==> config.mk <==
export PLATFORM = sky130hd
export DESIGN_NAME = response_encoder_flat
export DESIGN_NICKNAME = d
export VERILOG_FILES = /design/src/rtl/analyzer_pkg.sv /design/src/rtl/response_encoder_if.sv /design/src/rtl/response_encoder.sv /design/src/flat_wrapper.sv
export SDC_FILE = /design/constraint.sdc
export NUM_CORES = 1
export LEC_CHECK = 0
export ABC_CLOCK_PERIOD_IN_PS = 1600
export BUFFER_PORTS_ARGS = -buffer_cell sky130_fd_sc_hd__buf_2
export CAP_MARGIN = 20
export CELL_PAD_IN_SITES_DETAIL_PLACEMENT = 0
export CELL_PAD_IN_SITES_GLOBAL_PLACEMENT = 1
export CORE_UTILIZATION = 38
export CTS_BUF_LIST = sky130_fd_sc_hd__clkbuf_8
export DETAILED_ROUTE_END_ITERATION = 16
export GPL_TIMING_DRIVEN = 0
export PLACE_DENSITY = 0.81
export SYNTH_ARGS = -nofsm -noshare
export SYNTH_HDL_FRONTEND = slang
export SYNTH_SLANG_ARGS = --single-unit
==> constraint.sdc <==
create_clock -name clock -period 1.6 [get_ports clock]
set_input_delay 0.4 -clock clock [delete_from_list [all_inputs] [get_ports clock]]
set_output_delay 0.4 -clock clock [all_outputs]
set_load 0.03 [all_outputs]
==> src/rtl/analyzer_pkg.sv <==
// Shared definitions for the analyzer command/response path: field widths,
// frame lengths and the response encoder state set.
package analyzer_pkg;

  localparam int OPCODE_W           = 8;
  localparam int PAYLOAD_W          = 32;
  localparam int FRAME_BYTES_NOCSUM = 5;
  localparam int FRAME_BYTES_CSUM   = 6;

  typedef enum logic [2:0] {
    IDLE  = 3'd0,
    OPC   = 3'd1,
    BYTE0 = 3'd2,
    BYTE1 = 3'd3,
    BYTE2 = 3'd4,
    BYTE3 = 3'd5,
    CSUM  = 3'd6,
    DONE  = 3'd7
  } rsp_state_e;

endpackage

==> src/rtl/response_encoder_if.sv <==
// Response request side plus serialized byte side of the response encoder.
// Handshake: a transfer happens on a rising clock edge where valid && ready;
// the source holds valid and its data stable until then, and ready never
// depends combinationally on valid.
interface response_encoder_if;
  import analyzer_pkg::*;

  logic                 rsp_valid;
  logic                 rsp_ready;
  logic [OPCODE_W-1:0]  opcode;
  logic [PAYLOAD_W-1:0] response;
  logic [7:0]           byte_out;
  logic                 byte_out_valid;
  logic                 byte_out_ready;
  logic                 rsp_sent;

  modport master (
    output rsp_valid, opcode, response, byte_out_ready,
    input  rsp_ready, byte_out, byte_out_valid, rsp_sent
  );

  modport slave (
    input  rsp_valid, opcode, response, byte_out_ready,
    output rsp_ready, byte_out, byte_out_valid, rsp_sent
  );

endinterface

==> src/rtl/response_encoder.sv <==
// Serializes an opcode + 32-bit response into a byte stream (MSB first),
// optionally followed by an XOR checksum byte, then pulses rsp_sent.
module response_encoder
  import analyzer_pkg::*;
#(
  parameter bit CHECKSUM_EN = 1'b1
) (
  input  logic              clock,
  input  logic              reset,
  response_encoder_if.slave rsp_if,
  output rsp_state_e        state_dbg
);

  rsp_state_e           state_q;
  rsp_state_e           state_d;
  logic [OPCODE_W-1:0]  opcode_q;
  logic [PAYLOAD_W-1:0] payload_q;
  logic [7:0]           csum_q;

  logic                 rsp_ready;
  logic                 byte_valid;
  logic                 rsp_sent;
  logic [7:0]           byte_out;
  logic                 accept;
  logic                 byte_acc;

  always_ff @(posedge clock or negedge reset) begin
    if (!reset) begin
      state_q <= IDLE;
    end else begin
      state_q <= state_d;
    end
  end

  // Outputs decode from state_q and latched data only; ready/valid inputs
  // steer next-state alone, so no input reaches an output combinationally.
  always_comb begin
    state_d    = state_q;
    rsp_ready  = 1'b0;
    byte_valid = 1'b0;
    rsp_sent   = 1'b0;
    byte_out   = 8'h00;
    case (state_q)
      IDLE: begin
        rsp_ready = 1'b1;
        if (rsp_if.rsp_valid) state_d = OPC;
      end
      OPC: begin
        byte_valid = 1'b1;
        byte_out   = opcode_q;
        if (rsp_if.byte_out_ready) state_d = BYTE0;
      end
      BYTE0: begin
        byte_valid = 1'b1;
        byte_out   = payload_q[31:24];
        if (rsp_if.byte_out_ready) state_d = BYTE1;
      end
      BYTE1: begin
        byte_valid = 1'b1;
        byte_out   = payload_q[23:16];
        if (rsp_if.byte_out_ready) state_d = BYTE2;
      end
      BYTE2: begin
        byte_valid = 1'b1;
        byte_out   = payload_q[15:8];
        if (rsp_if.byte_out_ready) state_d = BYTE3;
      end
      BYTE3: begin
        byte_valid = 1'b1;
        byte_out   = payload_q[7:0];
        if (rsp_if.byte_out_ready) state_d = CHECKSUM_EN ? CSUM : DONE;
      end
      CSUM: begin
        byte_valid = 1'b1;
        byte_out   = csum_q;
        if (rsp_if.byte_out_ready) state_d = DONE;
      end
      DONE: begin
        rsp_sent = 1'b1;
        state_d  = IDLE;
      end
      default: state_d = IDLE;
    endcase
  end

  assign accept   = rsp_ready && rsp_if.rsp_valid;
  assign byte_acc = byte_valid && rsp_if.byte_out_ready;

  // Checksum folds in each data byte as it is accepted, so it is complete
  // by the time CSUM presents it.
  always_ff @(posedge clock or negedge reset) begin
    if (!reset) begin
      opcode_q  <= '0;
      payload_q <= '0;
      csum_q    <= 8'h00;
    end else if (accept) begin
      opcode_q  <= rsp_if.opcode;
      payload_q <= rsp_if.response;
      csum_q    <= 8'h00;
    end else if (byte_acc && (state_q != CSUM)) begin
      csum_q <= csum_q ^ byte_out;
    end
  end

  assign rsp_if.rsp_ready      = rsp_ready;
  assign rsp_if.byte_out       = byte_out;
  assign rsp_if.byte_out_valid = byte_valid;
  assign rsp_if.rsp_sent       = rsp_sent;
  assign state_dbg             = state_q;

endmodule

==> src/flat_wrapper.sv <==
// flat-port wrapper written by rule: the top's interface ports become plain ports
module response_encoder_flat import analyzer_pkg::*;
#(
  parameter bit CHECKSUM_EN = 1'b1
)
  (clock, reset, state_dbg, rsp_if_rsp_valid, rsp_if_opcode, rsp_if_response, rsp_if_byte_out_ready, rsp_if_rsp_ready, rsp_if_byte_out, rsp_if_byte_out_valid, rsp_if_rsp_sent);
  response_encoder_if rsp_if_i ();
  input  logic clock;
  input  logic reset;
  output rsp_state_e state_dbg;
  input wire logic [$bits(rsp_if_i.rsp_valid)-1:0] rsp_if_rsp_valid;
  input wire logic [$bits(rsp_if_i.opcode)-1:0] rsp_if_opcode;
  input wire logic [$bits(rsp_if_i.response)-1:0] rsp_if_response;
  input wire logic [$bits(rsp_if_i.byte_out_ready)-1:0] rsp_if_byte_out_ready;
  output wire logic [$bits(rsp_if_i.rsp_ready)-1:0] rsp_if_rsp_ready;
  output wire logic [$bits(rsp_if_i.byte_out)-1:0] rsp_if_byte_out;
  output wire logic [$bits(rsp_if_i.byte_out_valid)-1:0] rsp_if_byte_out_valid;
  output wire logic [$bits(rsp_if_i.rsp_sent)-1:0] rsp_if_rsp_sent;
  assign rsp_if_i.rsp_valid = rsp_if_rsp_valid;
  assign rsp_if_i.opcode = rsp_if_opcode;
  assign rsp_if_i.response = rsp_if_response;
  assign rsp_if_i.byte_out_ready = rsp_if_byte_out_ready;
  assign rsp_if_rsp_ready = rsp_if_i.rsp_ready;
  assign rsp_if_byte_out = rsp_if_i.byte_out;
  assign rsp_if_byte_out_valid = rsp_if_i.byte_out_valid;
  assign rsp_if_rsp_sent = rsp_if_i.rsp_sent;
  response_encoder #(.CHECKSUM_EN(CHECKSUM_EN)) u_core (.clock(clock), .reset(reset), .rsp_if(rsp_if_i), .state_dbg(state_dbg));
endmodule
======== Word-level counts from Yosys, hierarchy flattened ========
Cells that the tools add are included.
storage, ports and cells
  register bits after elaboration ......... 51
  input port bits ......................... 44
operators by class
  eq/ne operators ......................... 15
  mux-type cells .......................... 14
  bitwise logic cells ..................... 1
  reductions and logical operators ........ 7
operators by type and width
  operator                                                                number
  8-bit case mux with 6 select lines                                      1
  3-bit case mux with 8 select lines                                      1
  3-bit 2-to-1 mux                                                        7
  8-bit 2-to-1 mux                                                        2
  2-bit inequality test (second input constant)                           7
  3-bit equality test (second input constant)                             4
  8-bit XOR                                                               1
  7-bit AND reduction                                                     1
  3-bit by 2-bit equality test with 1-bit output (second input constant)  2
  6-bit OR reduction                                                      1
  3-bit by 1-bit equality test with 1-bit output (second input constant)  1
  1-bit logical AND                                                       3
  3-bit logical NOT                                                       1
  1-bit 2-to-1 mux                                                        3
  3-bit inequality test (second input constant)                           1
  2-bit nonzero test                                                      1

======== Longest topological paths before layout ========
  depth in word-level cells ............... 7
  gate-level depth with buffers ........... 7

======== Worst setup path after synthesis ========
No wires, ideal clock.
  path kind ............................... flip-flop to output port
  from .................................... register u_core.state_q[1] (netlist: u_core.state_dbg[1])
  to ...................................... output rsp_if_byte_out[7]
  data arrival time ....................... 1.685 ns
  required time ........................... 1.200 ns
  slack ................................... -0.485 ns
  cell stages (with the launch flop) ...... 5
  buffers on the path ..................... 2
  cells stage by stage .................... dfrtp_1 > clkbuf_4 > buf_2 > nand2_1 > o21bai_1
on the way
  word-level cells in the longest chain between the ends .. 2
  elaborated cells on any way between the ends .. 7
ends and longest elaborated chain
  what                                               line                    RTL
  from (decl)                                        response_encoder.sv:14  rsp_state_e state_q;
  from (signal assigned)                             response_encoder.sv:31  state_q <= state_d;
  3-bit equality test, or another cell as far along  response_encoder.sv:43  case (state_q)
  8-bit case mux with 6 select lines *               response_encoder.sv:43
  to (decl)                                          flat_wrapper.sv:16      output wire logic [$bits(rsp_if_i.byte_out)-1:0] rsp_if_byte_out;
Every way passes the cells marked *; elsewhere a longest branch is shown, timed or not.

======== Worst setup path in the final report ========
  from .................................... register u_core.state_q[0] (netlist: u_core.state_dbg[0])
  to ...................................... output rsp_if_byte_out[3]
Same word-level chain as after synthesis.

==> flow_metrics.tcl <==
set metrics [dict create \
    ff2ff_path_depth 8 \
    timing.fmax_mhz 466 \
    ant_nets 0 \
    final_cells 480 \
    cp.arrival_ns 1.75 \
    synth_ff_type "dfrtp_1" \
    fillers 604 \
    placed_cells 448 \
    gr-total-overflow 0 \
    viasPerCell 4.91 \
    place_area_sq_um 3270 \
    cts_hold_buf 0 \
    rsz0062_at_grt "true" \
    avgSynthCellArea_sq_um 9.07 \
    io_buffers 57 \
    relSlewSlack_pct 74.1 \
    fin_hold_ws_ns -0.000452 \
    initial_core_util_pct 39.2 \
    hpwl_um 4980 \
    grt_max_degree 38 \
    clkTransAtPathRegs_ns 0.10 \
    pre_cts_slack_ns -0.428 \
    wl_um 7170 \
    final.period_utilization_pct 134 \
    yosysWarnings 0 \
    vdd_drop_max_v 0.000707 \
    numCtsBuffers 5 \
    total_power_mw 8.29 \
    yosysMostFrequentCell "nand2_1" \
    ys_ff_latch 51 \
    cts_max_level 2 \
    synth_area_leaders "dfrtp_1 48%, nand2_1 20%, mux2i_1 5.6%, mux2_4 2.8%, buf_2 1.7%" \
    cts.sinks 51 \
    multi_input_area_sq_um 1600 \
    drive_gt1_share_pct 45.8 \
    grt_use_total_pct 20.5 \
    fp-row-count 30 \
    fin_util_pct 58.5 \
    nNetsFinal 430 \
    end_kind "primary output" \
    vias 2355 \
    tightest_slew_ns 0.388 \
    gp_congestion 0.826 \
    grt_antenna_before_repair 0 \
    rr_endpoint "u_core.csum_q[5]" \
    grt_pass1_wl_um 11300 \
    die_area_sq_um 7360 \
    syn_nets 341 \
    async_reset_ff_share_pct 100 \
    worstPathRequired_ns 1.20 \
    die_w_um 85.8 \
    hold_viol 2 \
    cp_max_fo 6 \
    min_path_type "input port to async pin" \
    worstReg2RegStart "u_core.state_dbg[2]" \
    crit_type "flop to primary output" \
    grt_pass1_vias 2284 \
    fin_skew_ns 0.0130 \
    clock_latency_ns 0.31 \
    synth_area_leader_cell "dfrtp_1" \
    ys_seq_area_share_pct 47.9 \
    postLayoutCellArea_sq_um 3970 \
    num_antenna_cells 0 \
    postSynthCellCount 294 \
    worstSetupStartpoint "u_core.state_dbg[0]" \
    status "finished with violations" \
    synth_top_area_share_pct 47.9 \
    setup_violations 62 \
    synthDistinctLibCells 41 \
    netlist_area_sq_um 2670 \
    cp-start-kind "flop" \
    synth_edf_count 0 \
    power.leakage_nw 1.98 \
    seqCellArea_sq_um 1280 \
    highest_layer "met4" \
    ios 58 \
    wl_met2_um 3500 \
    remaining_drc_errors 0 \
    violations "hold timing, setup timing" \
    fin_tns_setup_ns -12.28 \
    cts-root-buf "clkbuf_8" \
    clockBufferDepth 2 \
    maxCapViolations 0 \
    r2r_slack_ns -0.26 \
    setup_slack_ns -0.548 \
    m1WireLength_um 3270 \
    min_period_ns 2.15 \
    dr.pass1.iters 4 \
    post_drt_wl_per_cell_um 14.9 \
    maxSlewViolCount 0 \
    coreArea_sq_um 6790 \
    synth_common_cells "139 x nand2_1, 51 x dfrtp_1, 15 x mux2i_1" \
    powerDensity_nw_per_um2 2090 \
    cts_tree "yes" \
    met3_length_um 255 \
    die_h_um 85.8 \
    drt_iter0_markers 95 \
    syn_to_final_growth_pct 48.9 \
]
-- flip-flops by register name, indices dropped and copies added (netlist names) --
register	count
u_core.payload_q	32
u_core.csum_q	8
u_core.opcode_q	8
u_core.state_dbg	3
-- worst max path at each step --
stage               slack (ns)                 end
floorplan                -0.20  rsp_if_byte_out[5]
global placement         -0.39  rsp_if_byte_out[7]
detailed placement       -0.43  rsp_if_byte_out[7]
CTS                      -0.60  rsp_if_byte_out[7]
global route             -0.60  rsp_if_byte_out[3]
finish                   -0.55  rsp_if_byte_out[3]
-- cell type report --
| type | instances | share of cell area, % |
|---|---|---|
| plain buffers | 15 | 5.29 |
| flip-flops and latches | 51 | 32.2 |
| repair buffers | 84 | 15.5 |
| clock inverters | 2 | 0.977 |
| well taps | 96 | 3.02 |
| inverters | 4 | 0.567 |
| multi-input cells | 222 | 40.3 |
| clock buffers | 6 | 2.08 |
-- timing repair --
action | 4_1_cts | 5_1_grt
endpoints found under the setup margin | 22 | 63
gates resized for setup | 71 | 28
pin swaps | 18 | 11
gates cloned | 0 | 3
buffers inserted | 14 | 11
hold endpoints to repair | 0 | 0
-- per-layer routing --
| metal | track usage, % | up-vias |
|---|---|---|
| met5 | 0 | - |
| met1 | 27.6 | 1122 |
| met4 | 6.21 | 0 |
| li1 | - | 1151 |
| met3 | 2.79 | 13 |
| met2 | 34.5 | 69 |
-- cell usage in the layout, fill, tap and decap left out, types with 3 or more instances in the layout --
master / synthesis / final
nor2b_2: 1 / 3
clkbuf_8: 0 / 8
a221oi_4: 0 / 4
a21oi_4: 0 / 3
nand2_1: 139 / 127
nand2_2: 2 / 12
mux2i_1: 15 / 11
buf_4: 0 / 22
dfrtp_2: 0 / 3
a21oi_1: 3 / 3
mux2_4: 5 / 8
buf_12: 0 / 3
a22oi_2: 0 / 3
buf_6: 3 / 18
mux2_2: 3 / 3
buf_8: 2 / 6
o21ai_1: 4 / 5
inv_1: 4 / 3
mux2i_4: 0 / 3
buf_2: 9 / 46
dfrtp_1: 51 / 48
-- cells by family (layout without fill, tap and decap cells) --
| group | Yosys count | in the layout | share of synthesized area [%] |
|---|---|---|---|
| AO/OA/AOI/OAI | 35 | 35 | 10.5 |
| adder cells (fa/ha/maj) | 3 | 3 | 1.41 |
| multiplexers | 26 | 26 | 11.0 |
| buffers and inverters | 21 | 111 | 5.21 |
| flip-flops | 51 | 51 | 47.9 |
| AND/OR/NAND/NOR | 158 | 158 | 24.1 |
-- power breakdown --
| part | switching [mW] | internal [mW] |
|---|---|---|
| clock | 0.446 | 0.515 |
| combinational | 2.54 | 2.42 |
| sequential | 0.479 | 1.89 |
-- critical path: stages, from the launching register on --
cell	delay (ns)
dfrtp_2	0.49
mux2_2	0.40
a221oi_4	0.30
a21oi_2	0.08
buf_4	0.18
(Power assumes the default switching activity.)
